## config.mk

```make
export PLATFORM = sky130hd
export DESIGN_NAME = cam_match_resolver_flat
export DESIGN_NICKNAME = d
export VERILOG_FILES = /design/src/rtl/cam_pkg.sv /design/src/rtl/cam_match_resolver_if.sv /design/src/rtl/cam_prio_enc.sv /design/src/rtl/cam_match_resolver.sv /design/src/flat_wrapper.sv
export SDC_FILE = /design/constraint.sdc
export NUM_CORES = 1
export LEC_CHECK = 0
export CORE_UTILIZATION = 35
export DETAILED_ROUTE_END_ITERATION = 12
export GPL_ROUTABILITY_DRIVEN = 0
export PLACE_DENSITY = 0.66
export SLEW_MARGIN = 20
export SYNTH_ARGS = -nofsm -noshare
export SYNTH_HDL_FRONTEND = slang
export SYNTH_HIERARCHICAL = 1
export SYNTH_SLANG_ARGS = --single-unit
```

## constraint.sdc

```tcl
create_clock -name clk -period 2.5 [get_ports clk]
set_input_delay 0.25 -clock clk [delete_from_list [all_inputs] [get_ports clk]]
set_output_delay 0.25 -clock clk [all_outputs]
set_load 0.01 [all_outputs]
```

## src/rtl/cam_pkg.sv

```systemverilog
// Shared CAM definitions: resolver state encoding, default CAM depth and the
// constant/helper functions used by both the CAM and its match resolver.
package cam_pkg;

  localparam int CAM_DEPTH = 16;

  // Widest match vector popcount() accepts; callers zero-extend to this width.
  localparam int MAX_DEPTH = 256;

  typedef enum logic {
    IDLE = 1'b0,
    EMIT = 1'b1
  } res_state_t;

  function automatic int clog2(input int value);
    int r;
    r = 0;
    while ((1 << r) < value) r++;
    return r;
  endfunction

  function automatic int unsigned popcount(input logic [MAX_DEPTH-1:0] vec);
    int unsigned n;
    n = 0;
    for (int i = 0; i < MAX_DEPTH; i++) n += int'(vec[i]);
    return n;
  endfunction

endpackage

```

## src/rtl/cam_match_resolver_if.sv

```systemverilog
// Resolver-facing bundle: match vector capture controls plus the outgoing
// address stream with its ready/valid handshake and status flags.
interface cam_match_resolver_if
  import cam_pkg::*;
#(
  parameter int DEPTH  = CAM_DEPTH,
  parameter int ADDR_W = clog2(DEPTH)
);

  logic [DEPTH-1:0]  match_in;
  logic              load;
  logic              flush;
  logic              busy;
  logic              idx_valid;
  logic              idx_ready;
  logic [ADDR_W-1:0] idx;
  logic              idx_last;
  logic [ADDR_W:0]   count;
  logic              no_match;

  // The resolver produces the address stream.
  modport master (
    input  match_in, load, flush, idx_ready,
    output busy, idx_valid, idx, idx_last, count, no_match
  );

  // The CAM / consumer side that feeds vectors and accepts addresses.
  modport slave (
    output match_in, load, flush, idx_ready,
    input  busy, idx_valid, idx, idx_last, count, no_match
  );

endinterface

```

## src/rtl/cam_prio_enc.sv

```systemverilog
// Combinational lowest-set-bit encoder: returns the index of the lowest set
// bit, whether any bit is set, and whether exactly one bit is set.
module cam_prio_enc
  import cam_pkg::*;
#(
  parameter int DEPTH  = CAM_DEPTH,
  parameter int ADDR_W = clog2(DEPTH)
) (
  input  logic [DEPTH-1:0]  vec,
  output logic [ADDR_W-1:0] idx,
  output logic              any,
  output logic              onehot
);

  // NOTE: every variable written here gets a default first, so no path
  // leaves it unassigned and no latch is inferred.
  always_comb begin
    idx = '0;
    // Scanning downward lets the lowest set bit be the last one written.
    for (int i = DEPTH - 1; i >= 0; i--) begin
      if (vec[i]) idx = ADDR_W'(i);
    end
  end

  assign any    = |vec;
  assign onehot = any && ((vec & (vec - DEPTH'(1))) == '0);

endmodule

```

## src/rtl/cam_match_resolver.sv

```systemverilog
// Multi-match resolver: captures a CAM match vector and streams the address
// of each set bit, lowest first, one per accepted idx handshake.
module cam_match_resolver
  import cam_pkg::*;
#(
  parameter int DEPTH  = CAM_DEPTH,
  parameter int ADDR_W = clog2(DEPTH)
) (
  input  logic                 clk,
  input  logic                 rst,
  cam_match_resolver_if.master bus
);

  localparam int CNT_W = ADDR_W + 1;

  res_state_t        state, state_nxt;
  logic [DEPTH-1:0]  pending, pending_nxt;
  logic [CNT_W-1:0]  count, count_nxt;
  logic              no_match, no_match_nxt;

  logic [ADDR_W-1:0] enc_idx;
  logic              enc_any;
  logic              enc_onehot;
  logic              emitting;
  logic              handshake;

  cam_prio_enc #(
    .DEPTH  (DEPTH),
    .ADDR_W (ADDR_W)
  ) u_prio_enc (
    .vec    (pending),
    .idx    (enc_idx),
    .any    (enc_any),
    .onehot (enc_onehot)
  );

  assign emitting  = (state == EMIT);
  assign handshake = emitting && enc_any && bus.idx_ready;

  always_comb begin
    state_nxt    = state;
    pending_nxt  = pending;
    count_nxt    = count;
    no_match_nxt = 1'b0;

    if (bus.flush) begin
      // Flush outranks both load and handshake; count is kept for reporting.
      state_nxt   = IDLE;
      pending_nxt = '0;
    end else begin
      unique case (state)
        IDLE: begin
          if (bus.load) begin
            pending_nxt = bus.match_in;
            count_nxt   = CNT_W'(popcount(MAX_DEPTH'(bus.match_in)));
            if (bus.match_in == '0) no_match_nxt = 1'b1;
            else                    state_nxt    = EMIT;
          end
        end
        EMIT: begin
          if (handshake) begin
            pending_nxt[enc_idx] = 1'b0;
            if (enc_onehot) state_nxt = IDLE;
          end
        end
        default: state_nxt = IDLE;
      endcase
    end
  end

  // NOTE: sequential state uses non-blocking assignments so every register
  // samples pre-edge values regardless of statement order.
  always_ff @(posedge clk or posedge rst) begin
    if (rst) begin
      state    <= IDLE;
      pending  <= '0;
      count    <= '0;
      no_match <= 1'b0;
    end else begin
      state    <= state_nxt;
      pending  <= pending_nxt;
      count    <= count_nxt;
      no_match <= no_match_nxt;
    end
  end

  // Outputs are decoded from registered state only; pending is zero in IDLE.
  assign bus.busy      = emitting;
  assign bus.idx_valid = emitting && enc_any;
  assign bus.idx       = enc_idx;
  assign bus.idx_last  = emitting && enc_onehot;
  assign bus.count     = count;
  assign bus.no_match  = no_match;

endmodule

```

## src/flat_wrapper.sv

```systemverilog
// flat-port wrapper written by rule: the top's interface ports become plain ports
module cam_match_resolver_flat import cam_pkg::*;
#(
  parameter int DEPTH  = CAM_DEPTH,
  parameter int ADDR_W = clog2(DEPTH)
)
  (clk, rst, bus_match_in, bus_load, bus_flush, bus_idx_ready, bus_busy, bus_idx_valid, bus_idx, bus_idx_last, bus_count, bus_no_match);
  cam_match_resolver_if #(.DEPTH(DEPTH), .ADDR_W(ADDR_W)) bus_i ();
  input  logic clk;
  input  logic rst;
  input wire logic [$bits(bus_i.match_in)-1:0] bus_match_in;
  input wire logic [$bits(bus_i.load)-1:0] bus_load;
  input wire logic [$bits(bus_i.flush)-1:0] bus_flush;
  input wire logic [$bits(bus_i.idx_ready)-1:0] bus_idx_ready;
  output wire logic [$bits(bus_i.busy)-1:0] bus_busy;
  output wire logic [$bits(bus_i.idx_valid)-1:0] bus_idx_valid;
  output wire logic [$bits(bus_i.idx)-1:0] bus_idx;
  output wire logic [$bits(bus_i.idx_last)-1:0] bus_idx_last;
  output wire logic [$bits(bus_i.count)-1:0] bus_count;
  output wire logic [$bits(bus_i.no_match)-1:0] bus_no_match;
  assign bus_i.match_in = bus_match_in;
  assign bus_i.load = bus_load;
  assign bus_i.flush = bus_flush;
  assign bus_i.idx_ready = bus_idx_ready;
  assign bus_busy = bus_i.busy;
  assign bus_idx_valid = bus_i.idx_valid;
  assign bus_idx = bus_i.idx;
  assign bus_idx_last = bus_i.idx_last;
  assign bus_count = bus_i.count;
  assign bus_no_match = bus_i.no_match;
  cam_match_resolver #(.DEPTH(DEPTH), .ADDR_W(ADDR_W)) u_core (.clk(clk), .rst(rst), .bus(bus_i));
endmodule
```

== After elaboration in Yosys (flattened, before gate mapping) ==
Index checks and enable logic that the tools add are counted.

* Add/subtract/negate cells: 16
* Order comparisons: 2
* Equality and inequality tests: 2
* Mux-type cells: 32
* Bitwise logic cells: 5
* Reductions and logical operators: 10

{| class="wikitable"
|+ Operators by type and width
! cell !! count
|-
| $add A5 B1 Y5 || 14
|-
| $mux W4 || 16
|-
| $mux W16 || 3
|-
| $and A16 B16 Y16 || 2
|-
| $logic_not A16 Y1 || 2
|-
| $pmux W16 S2 || 1
|-
| $not A16 Y16 || 1
|-
| $reduce_or A16 Y1 || 1
|-
| $sub A16 B1 Y16 const B || 1
|-
| $mux W1 || 10
|-
| $ne A3 B3 Y1 const B || 2
|-
| $logic_and A1 B1 Y1 || 5
|-
| $lt A4 B5 Y1 const B || 1
|-
| $demux W1 S4 || 1
|-
| $ge A4 B1 Y1 const B || 1
|-
| $reduce_and A3 Y1 || 1
|-
| $add A1 B1 Y2 || 1
|-
| $not A1 Y1 || 2
|-
| $pmux W1 S2 || 1
|-
| $reduce_and A2 Y1 || 1
|}

* Register bits: 23
* Input bits: 21
* Output and inout port bits: 13
* Word-level logic and storage cells: 71

== Longest topological paths before layout ==
* Word-level depth: 25
* Depth in mapped cells: 11
* Depth with buffers taken out: 11

== Modules after synthesis ==
The synthesis kept the hierarchy.

{| class="wikitable"
|+ Modules (own cells, without submodules)
! module !! instances !! cells an instance !! area an instance (um^2) !! sequential area each (um^2)
|-
| cam_match_resolver || 1 || 136 || 1,546.5 || 575.6
|-
| cam_prio_enc || 1 || 51 || 327.8 || 0.0
|}

== Least setup slack after synthesis ==
Ideal clock, no wire load.

* Kind: in2reg
* Start point: input port bus_match_in[0]
* End point: register u_core.count[4] (netlist: u_core/bus.count[4])
* Setup time: 0.121 ns
* Arrival time: 3.217 ns
* Required time: 2.379 ns
* Slack: -0.838 ns
* Cell stages on the path: 11
* Buffers on the path: 0
* Path through: fa_1 inv_1 fa_1 fa_1 fa_1 inv_1 ha_1 fa_1 a21oi_1 nor2_1 a22o_1

* Longest elaborated chain between the ends: 15

{| class="wikitable"
|+ RTL lines
! item !! line !! source
|-
| start, declared || flat_wrapper.sv:11 || <nowiki>input wire logic [$bits(bus_i.match_in)-1:0] bus_match_in;</nowiki>
|-
| $add A1 B1 Y2 || cam_pkg.sv:25 || <nowiki>for (int i = 0; i < MAX_DEPTH; i++) n += int'(vec[i]);</nowiki>
|-
| $add A5 B1 Y5 (14 in a row) || cam_pkg.sv:25 ||
|-
| end signal, assigned || cam_match_resolver.sv:82 || <nowiki>count <= count_nxt;</nowiki>
|-
| end, declared || cam_match_resolver.sv:18 || <nowiki>logic [CNT_W-1:0] count, count_nxt;</nowiki>
|}

No other way between the ends.
A chain may end at the register's enable or synchronous reset.

== Worst setup path in the final report ==
* Start point: input port bus_match_in[9]
* End point: register u_core.count[4] (netlist: u_core/bus.count[4])

* Longest elaborated chain between the ends: 7

{| class="wikitable"
|+ RTL lines
! item !! line
|-
| $add A5 B1 Y5 (7 in a row) || cam_pkg.sv:25
|}

No other way between the ends.

==> summary.md <==
| Metric | Value |
|---|---|
| Max Clock Skew | 0.00161 ns |
| Cell-by-cell listing of the critical path | buf_8 -> fa_1 -> inv_1 -> fa_1 -> fa_1 -> fa_1 -> inv_2 -> ha_4 -> fa_2 -> a21oi_2 -> nor2_1 -> a22o_1 |
| Max rail drop VDD | ~430 uV |
| Count of placed standard cells including taps | 317 |
| Net total in the final layout | 298 |
| Post-DP HPWL | a little under 4000 um |
| Number of buffers created by CTS | 3 |
| Sum of buffers and inverters on the critical path | 3 |
| Critical path fanouts, max | 2 |
| Actual transition at the worst max-transition pin | 1.05 ns |
| Synthesized area | 1870 sq um |
| Footprint of the flip-flops and latches | 576 sq um |
| Wire length of the first global-routing pass | 8240 um |
| Flops & latches, synth | 23 |
| Library cells used by synthesis | 47 |
| Ports placed on the boundary | 34 |
| Via Count | around 1800 |
| Maximum number of pins on one net before global-route repair | 24 |
| P_int | 1.12 mW |
| Period minus WS final | about 3.1 ns |
| Number of violations of the max-capacitance limit | 0 |
| Combinational group share of total power | 0.600 |
| Net switching power | 0.722 mW |
| Maximum clock frequency | 320 MHz |
| Final setup vio count | 8 |
| Commonest cells in the netlist | sky130_fd_sc_hd__dfrtp_1 (23), sky130_fd_sc_hd__inv_1 (21), sky130_fd_sc_hd__a221o_1 (16) |
| Type of element launching the critical path | input port |
| Post-Layout Cell Count | 330 |
| Dominant register cell in the synthesized netlist | sky130_fd_sc_hd__dfrtp_1 |
| Total GRT Usage | 0.196 |
| Layout Area Growth over Synthesis | 43.4% |
| Post-layout instance area | 2690 sq um |
| Fraction of layout instances using a drive strength above 1 | 0.323 |
| Placed inst area | 2520 sq um |
| Most frequent CP cell | sky130_fd_sc_hd__fa_1 |
| Syn Nets | about 220 |
| Top-count cell post-synth | sky130_fd_sc_hd__dfrtp_1 |
| Final routed DRC violation total | 0 |
| Violated checks | negative setup slack |
| CTS tree | yes |
| Std-Cell Rows | 26 |
| Maximum clock insertion buffer count | 2 |
| Worst-case hold slack | 0.320 ns |
| Number of routed nets with antenna violations | 0 |
| Total overflow reported by the global router | 0 |
| Multi-input gate area in the final layout | 1270 sq um |
| H-tree level count | 1 |
| CTS Hold Bufs | 0 |
| Slowest library cell on the worst path | sky130_fd_sc_hd__fa_1 |
| Skew-Pair Late Insertion Delay | 0.27 ns |
| Critical path's top delay family | adder cells |
| Biggest area contributors in the synthesized netlist | sky130_fd_sc_hd__dfrtp_1 (31%), sky130_fd_sc_hd__fa_1 (11%), sky130_fd_sc_hd__a221o_1 (8.5%) |
| Pins Over Slew Limit | 0 |
| Mean post-synth cell area | approximately 10 sq um |
| Sequential cell area fraction in the yosys report | 0.307 |
| Dpl ws | -1.29 ns |
| Final Worst Setup Slack | -0.629 ns |
| Core outline area | approximately 5100 sq um |
| Post-CTS clock slew at the launch and capture registers of the worst setup and hold paths | 0.09 ns |
| EDFF count, synth | 0 |
| Proportion of synthesized flip-flops having asynchronous set or reset | 1.00 |
| Fill cells | 522 |
| Kind of critical path | in2reg |
| YS warnings | 6 |
| Fraction of power consumed by sequential logic | 0.270 |
| Library cell occupying the most area in the post-synthesis netlist | sky130_fd_sc_hd__dfrtp_1 |
| Total Negative Setup Slacks | -2.24 ns |
| Area share of the largest cell type after synthesis | 0.307 |
| Antenna violations before repair | 0 |
| Crit. End Element | flop |
| Number of endpoints with negative hold slack in the final report | 0 |
| Vias per std cell | 5.48 |
| CP arrival | 3.29 ns |
| Static leakage power | around 1.3 nW |
| Remaining max-slew budget at the tightest pin | 0.300 |
| Net switching share of the total power | 0.393 |
| Average wire per cell in the routed design | 15.7 um |
| Clk pwr share | 0.130 |
| Die width | 75.2 um |
| Violation count after the first detailed-route iteration | 96 |
| Vias in the first global route | approximately 1600 |
| Die extent in y | roughly 75 um |
| Post-detailed-routing wire length | 5170 um |
| Unrepaired setup endpoints after global routing | yes |
| Slowest Stage Delay on Critical Path | about 0.52 ns |
| Count of TritonRoute iterations in the first routing pass | 4 |
| Power density over the cells | 684 nW/um^2 |
| Die ar. | ~5700 sq um |
| Worst endpoint required time | 2.66 ns |
| Post-route clock period utilization | 1.25 |
| Status | finished with violations |
| Diode count | 0 |
| Clk Tree Root Cell | sky130_fd_sc_hd__clkbuf_8 |
| Mapped Cells | roughly 190 |
| Port bufs | 33 |
| Starting Density | 0.365 |
| Type of the tightest min-delay check | in2reg |
| Count of clock tree sinks | 23 |
==> through the flow <==
step / power [mW] / utilization
finish: 1.84 / 0.523
CTS: 1.77 / 0.504
global placement: 1.45 / 0.490
floorplan: 1.07 / -
global route: 1.98 / 0.523
detailed placement: 1.46 / 0.490
==> cells by family after synthesis <==
kind of cell | after synthesis | synth area share
buffers and inverters | 27 | 0.0641
AOI/OAI and AO/OA | 61 | 0.289
xor gates and xnor gates | 2 | 0.00935
DFF | 23 | 0.307
and+or+nand+nor | 58 | 0.184
adders and majority gates | 16 | 0.147
==> cells in the final DEF (no fill, tap or decap), drive strengths merged, types with 7 or more instances in the layout <==
cell            n
dfrtp          23
nor2           15
a221o          16
inv            21
buf            51
fa             10
a21oi           8
o211a           9
nand2          12
clkdlybuf4s50  23
nor4            7
==> timing repair <==
item | 4_1_cts | 5_1_grt
pin swaps | 15 | 15
resized for setup | 49 | 16
setup buffers | 4 | 5
setup endpoints to repair | 9 | 17
==> worst min-delay path, cell delays in order <==
cell and delay (ns):
sky130_fd_sc_hd__buf_6 0.08, sky130_fd_sc_hd__buf_4 0.10, sky130_fd_sc_hd__a221o_1 0.13
==> final timing paths <==
| check | end | cells past startpoint | start | slack, ns |
|---|---|---|---|---|
| min in group asynchronous | u_core/bus.busy | 3 | rst | 0.33 |
| min reg2reg | u_core/bus.count[0] | 2 | u_core/bus.count[0] | 0.48 |
| max in group asynchronous | u_core/pending[15] | 3 | rst | 1.93 |
| max | u_core/bus.count[4] | 12 | bus_match_in[9] | -0.63 |
| max reg2reg | u_core/pending[0] | 8 | u_core/pending[15] | -0.03 |
| min | u_core/pending[1] | 3 | bus_match_in[1] | 0.32 |
==> routing by layer <==
layer  GRT usage  up-vias  part of all wire
met1       0.285      895              0.45
met2       0.314       51              0.49
met3      0.0161        6             0.045
li1            -      858                 -
met4      0.0556        0             0.013
met5           0        -                 0
==> registers in the layout, summed over array words and instances, names as in the netlist <==
register,flops
u_core/pending,16
u_core/bus.busy,1
u_core/bus.count,5
u_core/bus.no_match,1
==> power by group through the flow <==
stage | Combinational, mW | Sequential (mW) | Clock [mW]
finish | 1.10 | 0.497 | 0.239
global placement | 0.951 | 0.501 | 0
CTS | 1.03 | 0.495 | 0.244
detailed placement | 0.959 | 0.502 | 0
floorplan | 0.553 | 0.513 | 0
global route | 1.21 | 0.506 | 0.258
==> area by class of cell <==
type | instances | share of cell area
multi-input combinational | 137 | 0.472
timing repair buffer | 75 | 0.235
sequential | 23 | 0.214
tap | 70 | 0.0326
inverter | 21 | 0.0293
clock buffer | 3 | 0.0154
clock inverter | 1 | 0.00186
No activity file was read; power rests on OpenSTA's default activity.
